<file path="config.mk">
export PLATFORM = sky130hd
export DESIGN_NAME = control_sequencer
export DESIGN_NICKNAME = d
export VERILOG_FILES = /design/src/rtl/cpu_pkg.sv /design/src/rtl/reg_select.sv /design/src/rtl/control_sequencer.sv
export SDC_FILE = /design/constraint.sdc
export NUM_CORES = 1
export LEC_CHECK = 0
export ABC_CLOCK_PERIOD_IN_PS = 2900
export CORE_MARGIN = 1.5
export CORE_UTILIZATION = 30
export DETAILED_ROUTE_END_ITERATION = 12
export PLACE_DENSITY = 0.62
export SYNTH_ARGS = -nofsm -noshare
export SYNTH_HDL_FRONTEND = slang
export SYNTH_HIERARCHICAL = 1
export SYNTH_SLANG_ARGS = --single-unit
</file>
<file path="constraint.sdc">
create_clock -name clock -period 2.9 [get_ports clock]
set_input_delay 0.435 -clock clock [delete_from_list [all_inputs] [get_ports clock]]
set_output_delay 0.435 -clock clock [all_outputs]
set_load 0.02 [all_outputs]
</file>
<file path="src/rtl/cpu_pkg.sv">
// Shared constants for the hardwired control sequencer: opcodes, step encoding,
// bus-source bit positions and the opcode-to-class decode.
package cpu_pkg;

    localparam logic [4:0] OP_LD   = 5'b00000;
    localparam logic [4:0] OP_LDI  = 5'b00001;
    localparam logic [4:0] OP_ST   = 5'b00010;
    localparam logic [4:0] OP_ADD  = 5'b00011;
    localparam logic [4:0] OP_SUB  = 5'b00100;
    localparam logic [4:0] OP_AND  = 5'b00101;
    localparam logic [4:0] OP_OR   = 5'b00110;
    localparam logic [4:0] OP_ROR  = 5'b00111;
    localparam logic [4:0] OP_ROL  = 5'b01000;
    localparam logic [4:0] OP_SHR  = 5'b01001;
    localparam logic [4:0] OP_SHRA = 5'b01010;
    localparam logic [4:0] OP_SHL  = 5'b01011;
    localparam logic [4:0] OP_ADDI = 5'b01100;
    localparam logic [4:0] OP_ANDI = 5'b01101;
    localparam logic [4:0] OP_ORI  = 5'b01110;
    localparam logic [4:0] OP_DIV  = 5'b01111;
    localparam logic [4:0] OP_MUL  = 5'b10000;
    localparam logic [4:0] OP_NEG  = 5'b10001;
    localparam logic [4:0] OP_NOT  = 5'b10010;
    localparam logic [4:0] OP_MFHI = 5'b11000;
    localparam logic [4:0] OP_MFLO = 5'b11001;
    localparam logic [4:0] OP_NOP  = 5'b11010;
    localparam logic [4:0] OP_HALT = 5'b11011;

    localparam int unsigned ROUT_HI    = 16;
    localparam int unsigned ROUT_LO    = 17;
    localparam int unsigned ROUT_ZHIGH = 18;
    localparam int unsigned ROUT_ZLOW  = 19;
    localparam int unsigned ROUT_PC    = 20;
    localparam int unsigned ROUT_MDR   = 21;
    localparam int unsigned ROUT_INP   = 22;
    localparam int unsigned ROUT_CSE   = 23;

    typedef enum logic [3:0] {
        S_RESET = 4'd0, S_T0 = 4'd1, S_T1 = 4'd2, S_T2 = 4'd3, S_T3 = 4'd4,
        S_T4 = 4'd5, S_T5 = 4'd6, S_T6 = 4'd7, S_T7 = 4'd8, S_HALT = 4'd9
    } state_e;

    typedef enum logic [3:0] {
        C_ALU3, C_IMM, C_LDI, C_UNARY, C_MULDIV, C_LD, C_ST,
        C_MFHI, C_MFLO, C_HALT, C_NOP
    } class_e;

    function automatic class_e classify(input logic [4:0] opc);
        case (opc)
            OP_ADD, OP_SUB, OP_AND, OP_OR, OP_ROR, OP_ROL,
            OP_SHR, OP_SHRA, OP_SHL:    classify = C_ALU3;
            OP_ADDI, OP_ANDI, OP_ORI:   classify = C_IMM;
            OP_LDI:                     classify = C_LDI;
            OP_NEG, OP_NOT:             classify = C_UNARY;
            OP_MUL, OP_DIV:             classify = C_MULDIV;
            OP_LD:                      classify = C_LD;
            OP_ST:                      classify = C_ST;
            OP_MFHI:                    classify = C_MFHI;
            OP_MFLO:                    classify = C_MFLO;
            OP_HALT:                    classify = C_HALT;
            default:                    classify = C_NOP;
        endcase
    endfunction

endpackage

</file>
<file path="src/rtl/reg_select.sv">
// 4-bit register field to 16-bit one-hot select.
module reg_select (
    input  logic [3:0]  field_i,
    output logic [15:0] onehot_o
);

    always_comb begin
        onehot_o = '0;
        onehot_o[field_i] = 1'b1;
    end

endmodule

</file>
<file path="src/rtl/control_sequencer.sv">
// Hardwired T0-T7 control unit: Moore FSM whose outputs decode from the step
// register and the IR fields; memory steps stall on mem_ready.
module control_sequencer
    import cpu_pkg::*;
#(
    parameter int ROUT_W = 25,
    parameter int OPC_W  = 5
) (
    input  logic              clock,
    input  logic              clear,
    input  logic [31:0]       ir,
    input  logic              mem_ready,
    output logic [ROUT_W-1:0] Rout,
    output logic [15:0]       Rin,
    output logic              HIin,
    output logic              LOin,
    output logic              Zin,
    output logic              Yin,
    output logic              PCin,
    output logic              IRin,
    output logic              MARin,
    output logic              MDRin,
    output logic              IncPC,
    output logic              Read,
    output logic              Write,
    output logic [OPC_W-1:0]  alu_op,
    output logic              run,
    output logic [3:0]        step
);

    state_e            state_q, state_d;
    class_e            cls;
    logic [OPC_W-1:0]  opc;
    logic [15:0]       ra_oh, rb_oh, rc_oh;
    logic              unused_ir;

    assign opc       = ir[31:27];
    assign cls       = classify(opc);
    assign unused_ir = ^ir[14:0];
    assign step      = state_q;

    reg_select u_ra (.field_i(ir[26:23]), .onehot_o(ra_oh));
    reg_select u_rb (.field_i(ir[22:19]), .onehot_o(rb_oh));
    reg_select u_rc (.field_i(ir[18:15]), .onehot_o(rc_oh));

    always_ff @(posedge clock) begin
        if (!clear) state_q <= S_RESET;
        else        state_q <= state_d;
    end

    always_comb begin
        state_d = state_q;
        Rout    = '0;
        Rin     = '0;
        HIin    = 1'b0;
        LOin    = 1'b0;
        Zin     = 1'b0;
        Yin     = 1'b0;
        PCin    = 1'b0;
        IRin    = 1'b0;
        MARin   = 1'b0;
        MDRin   = 1'b0;
        IncPC   = 1'b0;
        Read    = 1'b0;
        Write   = 1'b0;
        alu_op  = '0;
        run     = 1'b1;
        case (state_q)
            S_RESET: state_d = S_T0;
            S_T0: begin
                Rout[ROUT_PC] = 1'b1; MARin = 1'b1; IncPC = 1'b1; Zin = 1'b1;
                state_d = S_T1;
            end
            S_T1: begin
                Rout[ROUT_ZLOW] = 1'b1; PCin = 1'b1; Read = 1'b1; MDRin = 1'b1;
                if (mem_ready) state_d = S_T2;
            end
            S_T2: begin
                Rout[ROUT_MDR] = 1'b1; IRin = 1'b1;
                case (cls)
                    C_HALT:  state_d = S_HALT;
                    C_NOP:   state_d = S_T0;
                    default: state_d = S_T3;
                endcase
            end
            S_T3: begin
                state_d = S_T4;
                case (cls)
                    C_ALU3, C_IMM, C_LDI, C_LD, C_ST: begin
                        Rout[15:0] = rb_oh; Yin = 1'b1;
                    end
                    C_UNARY: begin
                        Rout[15:0] = rb_oh; alu_op = opc; Zin = 1'b1;
                    end
                    C_MULDIV: begin
                        Rout[15:0] = ra_oh; Yin = 1'b1;
                    end
                    C_MFHI: begin
                        Rout[ROUT_HI] = 1'b1; Rin = ra_oh; state_d = S_T0;
                    end
                    C_MFLO: begin
                        Rout[ROUT_LO] = 1'b1; Rin = ra_oh; state_d = S_T0;
                    end
                    default: state_d = S_T0;
                endcase
            end
            S_T4: begin
                state_d = S_T5;
                case (cls)
                    C_ALU3:   begin Rout[15:0] = rc_oh; alu_op = opc; Zin = 1'b1; end
                    C_IMM:    begin Rout[ROUT_CSE] = 1'b1; alu_op = opc; Zin = 1'b1; end
                    // Address arithmetic for ldi/ld/st always adds base and offset.
                    C_LDI, C_LD, C_ST: begin
                        Rout[ROUT_CSE] = 1'b1; alu_op = OP_ADD; Zin = 1'b1;
                    end
                    C_MULDIV: begin Rout[15:0] = rb_oh; alu_op = opc; Zin = 1'b1; end
                    C_UNARY:  begin Rout[ROUT_ZLOW] = 1'b1; Rin = ra_oh; state_d = S_T0; end
                    default:  state_d = S_T0;
                endcase
            end
            S_T5: begin
                state_d = S_T0;
                case (cls)
                    C_ALU3, C_IMM, C_LDI: begin Rout[ROUT_ZLOW] = 1'b1; Rin = ra_oh; end
                    C_MULDIV: begin Rout[ROUT_ZLOW] = 1'b1; LOin = 1'b1; state_d = S_T6; end
                    C_LD, C_ST: begin Rout[ROUT_ZLOW] = 1'b1; MARin = 1'b1; state_d = S_T6; end
                    default: ;
                endcase
            end
            S_T6: begin
                state_d = S_T0;
                case (cls)
                    C_MULDIV: begin Rout[ROUT_ZHIGH] = 1'b1; HIin = 1'b1; end
                    C_LD: begin
                        Read = 1'b1; MDRin = 1'b1;
                        state_d = mem_ready ? S_T7 : S_T6;
                    end
                    C_ST: begin Rout[15:0] = ra_oh; MDRin = 1'b1; state_d = S_T7; end
                    default: ;
                endcase
            end
            S_T7: begin
                state_d = S_T0;
                case (cls)
                    C_LD: begin Rout[ROUT_MDR] = 1'b1; Rin = ra_oh; end
                    C_ST: begin
                        Write = 1'b1;
                        state_d = mem_ready ? S_T0 : S_T7;
                    end
                    default: ;
                endcase
            end
            S_HALT: run = 1'b0;
            default: state_d = S_RESET;
        endcase
    end

endmodule
</file>
==> results of run 1 <==
==> layer usage <==
layer,track usage (%),share of wire (%),up-vias
li1,-,-,1566
met1,26.7,43,1493
met2,37.4,48,132
met3,2.79,5.5,28
met4,8.46,3.6,0
met5,0,0,-
==> kinds of logic after synthesis <==
kind of cell	Yosys count	synth area share, %
AND/OR/NAND/NOR	156	48.8
AO/OA/AOI/OAI	93	27.6
buffers and inverters	41	10.5
multiplexers	18	8.04
flip-flops	4	3.14
adder cells (fa/ha/maj)	3	1.47
other	1	0.147
XOR/XNOR	1	0.343
==> cell usage after synthesis (7+ instances only) <==
cell      count  area [µm²]
nor4b_4       8         190
nand2_1      34         128
buf_6         9         101
clkbuf_1      7        26.3
mux2_2       16         180
a221o_1      16         160
a32oi_1      16         140
o21ai_0      12        60.1
and4bb_2     12         150
nor2_1       12        45.0
buf_2        10        50.1
and4b_1      12         120
and4bb_1      8         100
a21oi_1      25         125
nor2b_1      19         119
nor3_1       13        65.1
buf_4         9        67.6
==> final cells by class <==
type	count	area, µm²
fillers	756	3830
multi-input cells	273	2400
repair buffers	186	1710
well taps	105	131
flip-flops and latches	4	80.1
clock buffers	3	41.3
inverters	5	26.3
==> worst max-delay path: cells and delay by family <==
family / cells / cell delay (ns)
adder cells (fa/ha/maj): 1 / 0.14
AO/OA/AOI/OAI: 3 / 0.48
buffers and inverters: 7 / 0.79
AND/OR/NAND/NOR: 3 / 0.64
==> through the flow <==
| step | worst slack [ns] | area (µm²) |
|---|---|---|
| after global placement | -1.05 | 4080 |
| after global routing | -0.133 | 4390 |
| after floorplan | -0.0150 | 2550 |
| after detailed placement | -1.06 | 4080 |
| after CTS | -0.0230 | 4230 |
| final | -0.0357 | 4390 |
==> what timing repair did <==
item | in CTS | in global routing
cloned | 1 | 2
pin swaps | 23 | 7
endpoints found under the setup margin | 52 | 47
gates resized for setup | 233 | 65
setup buffers | 7 | 3
==> worst max-delay path by stage <==
stage / from / cells after the start / to
after detailed placement: ir[28] / 10 / Rout[0]
after global placement: ir[27] / 10 / Rout[13]
after floorplan: ir[27] / 10 / alu_op[0]
after CTS: ir[27] / 12 / Rout[0]
final: ir[27] / 14 / Rin[11]
after global routing: ir[27] / 13 / Rin[9]
==> power groups by stage <==
stage / logic [mW] / clock network, mW / registers, mW
detailed placement: 0.502 / 0 / 0.0659
CTS: 0.522 / 0.123 / 0.0652
global route: 0.590 / 0.128 / 0.0662
finish: 0.553 / 0.119 / 0.0652
global placement: 0.497 / 0 / 0.0657
floorplan: 0.268 / 0 / 0.0693
==> out/results.txt, run 1 <==
Max-slew violations: 0
Clock root cell: clkbuf_8
Avg Cell Area, Syn: 8.05 µm²
CP peak stage delay: 0.52 ns
CP Class: in -> out
Max Fanout on Critical Path: 8
ANT nets after route: 0
TritonCTS clock tree: done
GPL Wtd Cong: 0.963
Worst hold path depth: 3
GRT overflow: 0
Die height: 95.2 µm
Slew headroom: 61.5%
Drt initial violations: 104
Clock sink count: 4
Cells after Synth: 317
CTS Buf Count: 3
Worst-case reg-to-reg path depth: 7
Final core area utilization: 53.4%
Ports: 97
Worst-Skew Late Latency: 0.22 ns
FP Rows: 33
Clock-pin slew of the registers on the worst-case setup and hold paths: 0.03 ns
Vias/cell: 5.59
CP max-delay cell: or4b_4
Initial antenna violation count: 0
P per Cell Area: 168 mW/mm²
Crit-path cells: buf_8 -> inv_6 -> buf_6 -> ha_4 -> or4b_4 -> o221a_4 -> buf_6 -> nand3_4 -> a211oi_2 -> a211oi_2 -> buf_4 -> buf_8 -> nor2b_1 -> buf_4
Worst vdd ir: 0.000104 V
DR WL/cell: 17.4 µm
Internal power: 0.423 mW
Die width: 95.2 µm
Layout cell share with drive strength beyond 1: 51.0%
Leak: 1.84 nW
Hold Crit Endpoint: step[3]
Worst EP required: 2.47 ns
R2R setup slack: 1.16 ns
Pin count of the biggest net entering global routing: 20
Status: finished, violations left
CTS H-Tree Depth: 1
Reg power frac: 8.8%
Synth Warn #: 6
Critical Path End Type: output port
Layout Nets: 511
Setup TNS: -0.453 ns
Post-route setup slack: -0.0357 ns
Clock Path Buffers: 2
ANT cells: 0
Overall power: 0.737 mW
DRC: 0
Commonest non-fill, non-tap cell in the layout: buf_4
Data arrival time of the critical path: 2.50 ns
Sw Pwr: 0.314 mW
First-pass GRT wire length: 15,600 µm
Setup crit start kind: input port
Period utilization: 101%
Effective utilization at floorplan: 31.0%
Failing checks: setup timing
Switch share: 42.6%
Placed insts: 561
Total vias in the final route: 3,219
Async SR Flop Fraction: 0%
Non-filler cells in the finished layout: 576
Gr usage total: 21.5%
Post-DP HPWL: 7170 µm
# port buffers: 79
WHS: 0.773 ns
Final min period: 2.94 ns
Overall routed net length: 10,000 µm
Most frequent cells in the layout: 96 x buf_4, 31 x nand2_1, 27 x buf_6, 23 x clkdlybuf4s50_1, 21 x a21oi_1
Drt pass-1 iters: 4
End of the worst register-to-register path: step[2]
Max reg flops: 4
Min-Delay Path Class: reg -> reg
Final setup violation count: 21
Setup Skew: 0.00394 ns
Clock network power share: 16.2%
CTS Hold Bufs: 0
Final Hold Viols: 0
MaxCap Viol Count: 0
Area grow syn2layout: 72.1%
Worst R2R Start: step[3]
Hold_sp: step[3]
Die area: 0.00907 mm²
Max Freq: 0.341 GHz
Comb power frac: 75.0%
Library cells used by synthesis: 61
Number of synthesized flops with an enable pin: 0
Setup repair after global routing missed its margin: true
Mapped Area: 0.00255 mm²
Vias in the first global route: 3,061
Synthesis-stage register bit count: 4
Main synth FF type: dfxtp_1
Worst-Margin Slew: 0.573 ns
Core ar.: 0.00822 mm²
Sequential-to-total area share from yosys stat: 3.14%
(Power assumes the default switching activity.)
==> run 2, diff against run 1 <==
Settings changed: HOLD_SLACK_MARGIN from default to 0.15.
==> results of run 2 <==
No change in the layout: final DEF, timing and power equal those of run 1.
==> run 3, diff against run 2 <==
Settings changed: SLEW_MARGIN from default to 30.
==> results of run 3 <==
No change in the layout: final DEF, timing and power equal those of run 1.
